$ cat src/rtl/branch_unit.sv
// branch_unit
// Registered branch-resolution unit for the execute stage. It checks the Thumb
// condition code against the NZCV flags and resolves an immediate (PC-relative)
// or register (BX/BLX) target. A taken branch produces a one-cycle PC-load
// strobe, and an LR-write strobe when linking. It then holds a counted flush
// window, and new requests arriving during that window are dropped.
//
// Ports:
//   clk, rst        clock and synchronous active-high reset
//   br_valid        request strobe, accepted only while busy is low
//   br_type         00 B, 01 conditional B, 10 BX register, 11 reserved
//   link            write LR when the branch is taken
//   cond, nzcv      condition code (type 01 only) and flags {N,Z,C,V}
//   offset, in_PC   PC-relative target operands (types 00/01)
//   target          register target for type 10 (bit0 = Thumb bit, dropped)
//   pc_load, out_PC one-cycle strobe with the resolved target (0 otherwise)
//   lr_we, LR       one-cycle strobe with the return address (0 otherwise)
//   flush, busy     high throughout the flush window
//   bad_type        one-cycle strobe when a type 11 request is accepted
module branch_unit #(
  parameter int DATA_W       = 32,
  parameter int FLUSH_CYCLES = 2
) (
  input  logic              clk,
  input  logic              rst,
  input  logic              br_valid,
  input  logic [1:0]        br_type,
  input  logic              link,
  input  logic [3:0]        cond,
  input  logic [3:0]        nzcv,
  input  logic [DATA_W-1:0] offset,
  input  logic [DATA_W-1:0] in_PC,
  input  logic [DATA_W-1:0] target,
  output logic              pc_load,
  output logic [DATA_W-1:0] out_PC,
  output logic              lr_we,
  output logic [DATA_W-1:0] LR,
  output logic              flush,
  output logic              busy,
  output logic              bad_type
);

  typedef enum logic {
    StIdle,
    StFlush
  } state_e;

  state_e            state_q, state_d;
  logic [3:0]        cnt_q, cnt_d;
  logic              pcLoad_q, pcLoad_d;
  logic [DATA_W-1:0] outPc_q, outPc_d;
  logic              lrWe_q, lrWe_d;
  logic [DATA_W-1:0] lr_q, lr_d;
  logic              badType_q, badType_d;

  logic              accept;
  logic              condBase;
  logic              condHit;
  logic              taken;
  logic [DATA_W-1:0] resolvedTarget;

  assign accept = br_valid && (state_q == StIdle);

  // Condition codes come in pairs: the even code tests a base predicate and
  // the odd code is its inverse. This includes 1110/1111 (always/never).
  always_comb begin
    condBase = 1'b1;
    unique case (cond[3:1])
      3'b000:  condBase = nzcv[2];
      3'b001:  condBase = nzcv[1];
      3'b010:  condBase = nzcv[3];
      3'b011:  condBase = nzcv[0];
      3'b100:  condBase = nzcv[1] & ~nzcv[2];
      3'b101:  condBase = (nzcv[3] == nzcv[0]);
      3'b110:  condBase = ~nzcv[2] & (nzcv[3] == nzcv[0]);
      default: condBase = 1'b1;
    endcase
    condHit = condBase ^ cond[0];
  end

  // Types 00 and 10 are unconditional. Type 11 never takes the branch.
  assign taken = accept && (br_type != 2'b11) && ((br_type != 2'b01) || condHit);

  assign resolvedTarget = (br_type == 2'b10) ? (target & ~DATA_W'(1))
                                             : (in_PC + offset);

  // Next-state logic for the flush window, plus the result registers.
  // The count is loaded so that the window lasts exactly FLUSH_CYCLES cycles.
  always_comb begin
    state_d   = state_q;
    cnt_d     = cnt_q;
    pcLoad_d  = taken;
    outPc_d   = taken ? resolvedTarget : '0;
    lrWe_d    = taken && link;
    lr_d      = (taken && link) ? (in_PC | DATA_W'(1)) : '0;
    badType_d = accept && (br_type == 2'b11);

    if (state_q == StIdle) begin
      if (taken) begin
        state_d = StFlush;
        cnt_d   = 4'(FLUSH_CYCLES - 1);
      end
    end else begin
      if (cnt_q == 4'd0) begin
        state_d = StIdle;
      end else begin
        cnt_d = cnt_q - 4'd1;
      end
    end
  end

  // State and result registers. Reset takes priority over any request in
  // the same cycle and abandons an open flush window.
  always_ff @(posedge clk) begin
    if (rst) begin
      state_q   <= StIdle;
      cnt_q     <= 4'd0;
      pcLoad_q  <= 1'b0;
      outPc_q   <= '0;
      lrWe_q    <= 1'b0;
      lr_q      <= '0;
      badType_q <= 1'b0;
    end else begin
      state_q   <= state_d;
      cnt_q     <= cnt_d;
      pcLoad_q  <= pcLoad_d;
      outPc_q   <= outPc_d;
      lrWe_q    <= lrWe_d;
      lr_q      <= lr_d;
      badType_q <= badType_d;
    end
  end

  assign pc_load  = pcLoad_q;
  assign out_PC   = outPc_q;
  assign lr_we    = lrWe_q;
  assign LR       = lr_q;
  assign flush    = (state_q == StFlush);
  assign busy     = (state_q == StFlush);
  assign bad_type = badType_q;

endmodule

$ cat config.mk
export PLATFORM = sky130hd
export DESIGN_NAME = branch_unit
export DESIGN_NICKNAME = d
export VERILOG_FILES = /design/src/rtl/branch_unit.sv
export SDC_FILE = /design/constraint.sdc
export NUM_CORES = 1
export LEC_CHECK = 0
export BUFFER_PORTS_ARGS = -buffer_cell sky130_fd_sc_hd__buf_2
export CAP_MARGIN = 5
export CORE_MARGIN = 1.5
export CORE_UTILIZATION = 45
export DETAILED_ROUTE_END_ITERATION = 12
export GPL_ROUTABILITY_DRIVEN = 0
export GPL_TIMING_DRIVEN = 0
export PLACE_DENSITY_LB_ADDON = 0.12
export SYNTH_ARGS = -nofsm -noshare
export SYNTH_HDL_FRONTEND = slang
export SYNTH_SLANG_ARGS = --single-unit
$ cat constraint.sdc
create_clock -name clk -period 7.15 [get_ports clk]
set_clock_uncertainty 0.1 [all_clocks]
set_input_delay 0.715 -clock clk [delete_from_list [all_inputs] [get_ports clk]]
set_output_delay 0.715 -clock clk [all_outputs]
set_load 0.05 [all_outputs]
==> impl_metrics.yaml, run 1 <==
yosys:
  async_reset_ff_frac: 0
  synth_seq_cells: 71
  synth_top_family_by_area: "simple AND/OR/NAND/NOR gates"
  synth.most_common_cell: "dfxtp_1"
  synthCells: 461
  yosys.area_share.xor_xnor: 0.0401
  yosys.area.top_type: "dfxtp_1"
  synth_top_area_frac: 0.361
  synth_edf_count: 0
  synthTopCellsByArea: "dfxtp_1 (36%), ha_1 (10%), and2_1 (5.9%), nand2_1 (5.4%), a21oi_1 (5.0%)"
  ys.flop_type: "dfxtp_1"
  syn_avg_cell_area_um2: 8.54
  yosysUniqueCellTypes: 59
  syn-num-nets: 604
  synthesis.area_mm2: 0.00394
  synthSimpleGateAreaFrac: 0.242
  synth.area.mux_share: 0.0216
  yosys_warnings: 0
  synth_compound_area_frac: 0.201
  synth-seq-area-share: 0.361
  synth.top_cells.by_count: "dfxtp_1 (71), nand2_1 (57), a21oi_1 (39)"
  synth_fa_ha_area_frac: 0.107
drt:
  drt_iter0_markers: 147
  detail_route.wl_per_cell_um: 14.6
  vias_per_cell: 5.24
  final_antenna_net_count: 0
  routed_wl_mm: 11.1
  route.detailed.drc: 0
  dr.pass1.iters: 4
  num_vias: 3975
global_route:
  overflow: 0
  track_usage: 0.241
  grt_pass1_wl_mm: 17.1
  grt_max_degree: 13
  grt_pass1_vias: 3830
  antenna_found_initial: 0
worst_setup_path:
  cp.required_ns: 7.32
  cp_slowest_stage_delay_ns: 0.60
  critPathKind: "in2reg"
  worst_setup_path_start_kind: "primary input"
  cp_max_fo: 4
  path_cells: "buf_2, ha_1, inv_1, fa_1, and2b_1, o211ai_1, a2111oi_2, o21ai_0, o21ai_0, nand2_1, or3_1, a31oi_1"
  crit_family: "compound AO/OA/AOI/OAI gates"
  worst-path-buf-inv: 2
  worst_path_most_repeated_cell: "o21ai_0"
  end_kind: "register"
  arrival_ns: 3.76
  slowest_stage: "a2111oi_2"
placed_design:
  place_hpwl_mm: 8.86
  port_buffers: 177
  dpl_worst_slack_ns: 3.28
  postPlaceCellArea_mm2: 0.00495
clock_network:
  cts_tree: "done"
  cts-root-buf: "clkbuf_8"
  cts_setup_buffers: 0
  path_clk_slew_ns: 0.08
  htreeDepth: 3
  cts_resized: 0
  cts_buffers: 9
  clk_latency_ns: 0.34
  clock-sinks: 71
  hold_buffers: 0
  ctsLongestPathBuffers: 2
sta:
  rsz0062_at_grt: "no"
  finalHoldViolCount: 0
  finalWorstSetupSlack_ns: 3.56
  fin_crit_ns: 3.59
  tightest_slew_ns: 0.603
  slew_headroom: 0.594
  maxSlewViolCount: 0
  fin_crit_sh: 0.502
  fin_setup_tns_ns: 0
  setup_violations: 0
  clock.fmax_ghz: 0.279
final_layout:
  fin_nets: 792
  post-route-util: 0.622
  area_delta_synth_final_pct: 31.7
  final_area_mm2: 0.00518
  drive_gt1_frac: 0.313
  n_antenna_cell: 0
run:
  max-cap-violations: 0
run_status:
  status: "finished, final reports clean"
power:
  power_density_mw_per_mm2: 214
  p_leak_nw: 2.60
  irDropWorstVdd_v: 0.000111
floorplan:
  rows: 33
  die_width_um: 96.5
  initial_core_util: 0.472
  core-area_mm2: 0.00834
  dieArea_mm2: 0.00931
  die_h_um: 96.5
  ioPinCount: 179
min_path:
  hold_class: "reg2reg"
-- routing by layer --
layer	share of wire	wire length [um]	vias up	global-route usage
met1	0.43	4790	1776	0.287
met3	0.078	860	14	0.0610
met5	0	0	-	0
met2	0.48	5300	156	0.418
met4	0.012	136	0	0.0857
li1	-	-	2029	-
-- power breakdown --
| part | internal [mW] | switching, mW | total, mW | leakage [nW] |
|---|---|---|---|---|
| sequential | 0.414 | 0.00675 | 0.420 | 0.577 |
| clock | 0.217 | 0.162 | 0.379 | 0.113 |
| combinational | 0.116 | 0.195 | 0.312 | 1.91 |
-- final timing paths --
path                    startpoint                     to  slack [ns]  cells past startpoint
max                      offset[0]  out_PC[28]$_SDFF_PP0_        3.56                     12
min          cnt_q[1]$_SDFFE_PP0P_  cnt_q[1]$_SDFFE_PP0P_        0.38                      2
max reg2reg        busy$_SDFF_PP0_  out_PC[18]$_SDFF_PP0_        5.20                      5
min reg2reg  cnt_q[1]$_SDFFE_PP0P_  cnt_q[1]$_SDFFE_PP0P_        0.38                      2
-- logic make-up after synthesis --
| group | Yosys count |
|---|---|
| adders and majority gates | 33 |
| xor gates and xnor gates | 18 |
| DFF | 71 |
| and+or+nand+nor | 184 |
| muxes | 7 |
| buffers and inverters | 27 |
| AOI/OAI and AO/OA | 121 |
-- tightest hold or removal path, stage by stage, from the launching register on --
cell,delay (ns)
dfxtp_1,0.33
nand2_1,0.05
o21ai_0,0.06
-- cell usage in the layout (no fill, tap or decap), types with 12 or more instances in the layout --
master and count:
clkbuf_1 12, a21o_1 14, a21oi_1 39, nor3_1 13
ha_1 32, inv_1 12, o21ai_0 24, and2_1 37
buf_2 177, dfxtp_1 71, nor2_1 26, nand2_1 57
-- metrics by stage --
step,hold slack (ns),cells,power [mW]
2_1_floorplan,0.342,461,0.649
3_3_place_gp,0.363,743,0.735
3_5_place_dp,0.374,743,0.740
4_1_cts,0.385,759,1.12
5_1_grt,0.404,759,1.17
6_report,0.383,759,1.11
-- registers in the layout, indices dropped and copies added, names as in the netlist --
register	cells
LR	31
bad_type	1
busy	1
cnt_q	4
lr_we	1
out_PC	32
pc_load	1
-- cell type report --
type                       instances  area [um^2]
clock inverter                     4         76.3
sequential                        71         1420
timing repair buffer             177          886
tap                              105          131
buffer                            14         60.1
clock buffer                      12          155
fill                             792         3160
multi-input combinational        363         2400
inverter                          13         48.8
Note: power is estimated with default switching activity, not from simulation.
==> run 2, diff against run 1 <==
--- a/config.mk
+++ b/config.mk
@@ -8,7 +8,7 @@
 export BUFFER_PORTS_ARGS = -buffer_cell sky130_fd_sc_hd__buf_2
 export CAP_MARGIN = 5
 export CORE_MARGIN = 1.5
-export CORE_UTILIZATION = 45
+export CORE_UTILIZATION = 43
 export DETAILED_ROUTE_END_ITERATION = 12
 export GPL_ROUTABILITY_DRIVEN = 0
 export GPL_TIMING_DRIVEN = 0
==> constraint.sdc (replaced) <==
create_clock -name clk -period 3 [get_ports clk]
set_clock_uncertainty 0.1 [all_clocks]
set_input_delay 0.3 -clock clk [delete_from_list [all_inputs] [get_ports clk]]
set_output_delay 0.3 -clock clk [all_outputs]
set_load 0.05 [all_outputs]
==> run 2 against run 1 <==
Effect of this change:
- the flow now finishes with violations (DRC)
- non-clock buffer count unchanged
- combinational power increased by 140%
- global-route usage shrank 0.65 points
- flip-flop and latch count unchanged
- first-iteration DRC count is 24% lower
- cell count is 0.40% higher
==> impl_metrics.yaml, run 2 (synthesized netlist as in run 1, its figures left out) <==
floorplan:
  ioPinCount: 179
  die_width_um: 98.7
  die_h_um: 98.7
  rows: 34
  initial_core_util: 0.447
  dieArea_mm2: 0.00973
  core-area_mm2: 0.00881
global_route:
  overflow: 0
  grt_max_degree: 13
  grt_pass1_vias: 3936
  track_usage: 0.234
  grt_pass1_wl_mm: 18.3
  antenna_found_initial: 0
drt:
  detail_route.wl_per_cell_um: 14.8
  drt_iter0_markers: 111
  routed_wl_mm: 11.3
  dr.pass1.iters: 9
  vias_per_cell: 5.28
  final_antenna_net_count: 0
  num_vias: 4026
  route.detailed.drc: 14
run_status:
  violations: "DRC"
  status: "finished, violations left"
worst_setup_path:
  r2r_setup_slack_ns: 0.97
  rr_endpoint: "out_PC[18]$_SDFF_PP0_"
  reg2reg_depth: 5
  critPathKind: "in2reg"
  reg2reg_from: "busy$_SDFF_PP0_"
  worst_setup_path_start_kind: "primary input"
  cp_max_fo: 4
  end_kind: "register"
  arrival_ns: 2.97
  cp.required_ns: 3.19
clock_network:
  clock-sinks: 71
  cts_buffers: 9
  ctsLongestPathBuffers: 2
  cts-root-buf: "clkbuf_8"
  cts_setup_buffers: 0
  clk_latency_ns: 0.36
  path_clk_slew_ns: 0.08
  htreeDepth: 3
  cts_tree: "done"
  hold_buffers: 0
sta:
  slew_headroom: 0.610
  finalHoldViolCount: 0
  clock.fmax_ghz: 0.360
  fin_hold_ws_ns: 0.0281
  tightest_slew_ns: 0.585
  rsz0062_at_grt: "no"
  fin_setup_tns_ns: 0
  fin_crit_ns: 2.78
  fin_crit_sh: 0.927
  maxSlewViolCount: 0
  setup_violations: 0
placed_design:
  port_buffers: 177
  place_hpwl_mm: 8.85
min_path:
  hp-start: "target[25]"
  hold_class: "in2reg"
  min_to: "out_PC[25]$_SDFF_PP0_"
  hold_depth: 3
final_layout:
  n_antenna_cell: 0
  area_delta_synth_final_pct: 32.3
  seqCellArea_mm2: 0.00142
  n_fill_cell: 846
  largest_reg_flops: 32
  multiInputGateArea_mm2: 0.00242
  drive_gt1_frac: 0.317
  layout_commonest_cell: "buf_2"
  mostFrequentLayoutCells: "buf_2 (177), dfxtp_1 (71), nand2_1 (57)"
  fin_nets: 792
power:
  p_leak_nw: 2.60
  power_density_mw_per_mm2: 511
  irDropWorstVdd_v: 0.000259
run:
  max-cap-violations: 0
==> run 2: cell types whose count changed in the layout (fill, tap and decap cells not counted), sizes merged <==
cell      previous run  this run
clkinvlp             1         2
clkbuf              23        22
clkinv               1         2
inv                 13        12
==> run 2: routing by layer <==
metal / GRT usage / vias to the layer above / routed length (um)
met2: 0.405 / 166 / 5320
met4: 0.0736 / 0 / 79
met3: 0.0624 / 10 / 902
li1: - / 2023 / -
met5: 0 / - / 0
met1: 0.285 / 1827 / 4990
==> run 2: worst max-delay path, cell delays in order <==
cell	delay, ns
buf_2	0.08
ha_1	0.19
inv_1	0.07
fa_1	0.37
and2b_1	0.24
o211ai_1	0.18
a2111oi_4	0.47
o21ai_1	0.20
o21ai_1	0.28
nand2_1	0.11
or3_1	0.32
a31oi_1	0.16
==> run 2: what timing repair did <==
action | 4_1_cts | 5_1_grt
pin swaps | 0 | 0
gates resized for setup | 1 | 3
cloned | 0 | 0
endpoints found under the hold margin | 0 | 0
setup endpoints to repair | 1 | 2
==> run 2: how the worst max path moves through the flow <==
stage | start | endpoint | cells past startpoint
2_1_floorplan | offset[0] | out_PC[28]$_SDFF_PP0_ | 11
3_3_place_gp | offset[0] | out_PC[28]$_SDFF_PP0_ | 12
3_5_place_dp | offset[0] | out_PC[28]$_SDFF_PP0_ | 12
4_1_cts | offset[0] | out_PC[28]$_SDFF_PP0_ | 12
5_1_grt | offset[0] | out_PC[28]$_SDFF_PP0_ | 12
6_report | offset[0] | out_PC[28]$_SDFF_PP0_ | 12
==> run 2: area by class of cell <==
cell class                      count  area share
Buffer                             14      0.0115
Clock buffer                       11      0.0291
Clock inverter                      5      0.0154
Inverter                           13     0.00937
Multi-Input combinational cell    363       0.466
Sequential cell                    71       0.273
Tap cell                          108      0.0260
Timing Repair Buffer              177       0.170
==> run 2: through the flow <==
step                       util  power [mW]  setup slack, ns  cells  area [um^2]
after floorplan               -        1.55            0.259    461         3940
after global placement    0.563        1.75           -0.344    746         4960
after detailed placement  0.563        1.77           -0.399    746         4960
after CTS                 0.589        2.67           0.0793    762         5190
after global routing      0.591        2.79           0.0903    762         5210
final                     0.591        2.66            0.220    762         5210
==> run 2: where the power goes <==
part / internal, mW / leakage [nW] / switching, mW
Combinational: 0.279 / 1.92 / 0.474
Clock: 0.512 / 0.112 / 0.396
Sequential: 0.986 / 0.577 / 0.0152
Total: 1.78 / 2.60 / 0.885
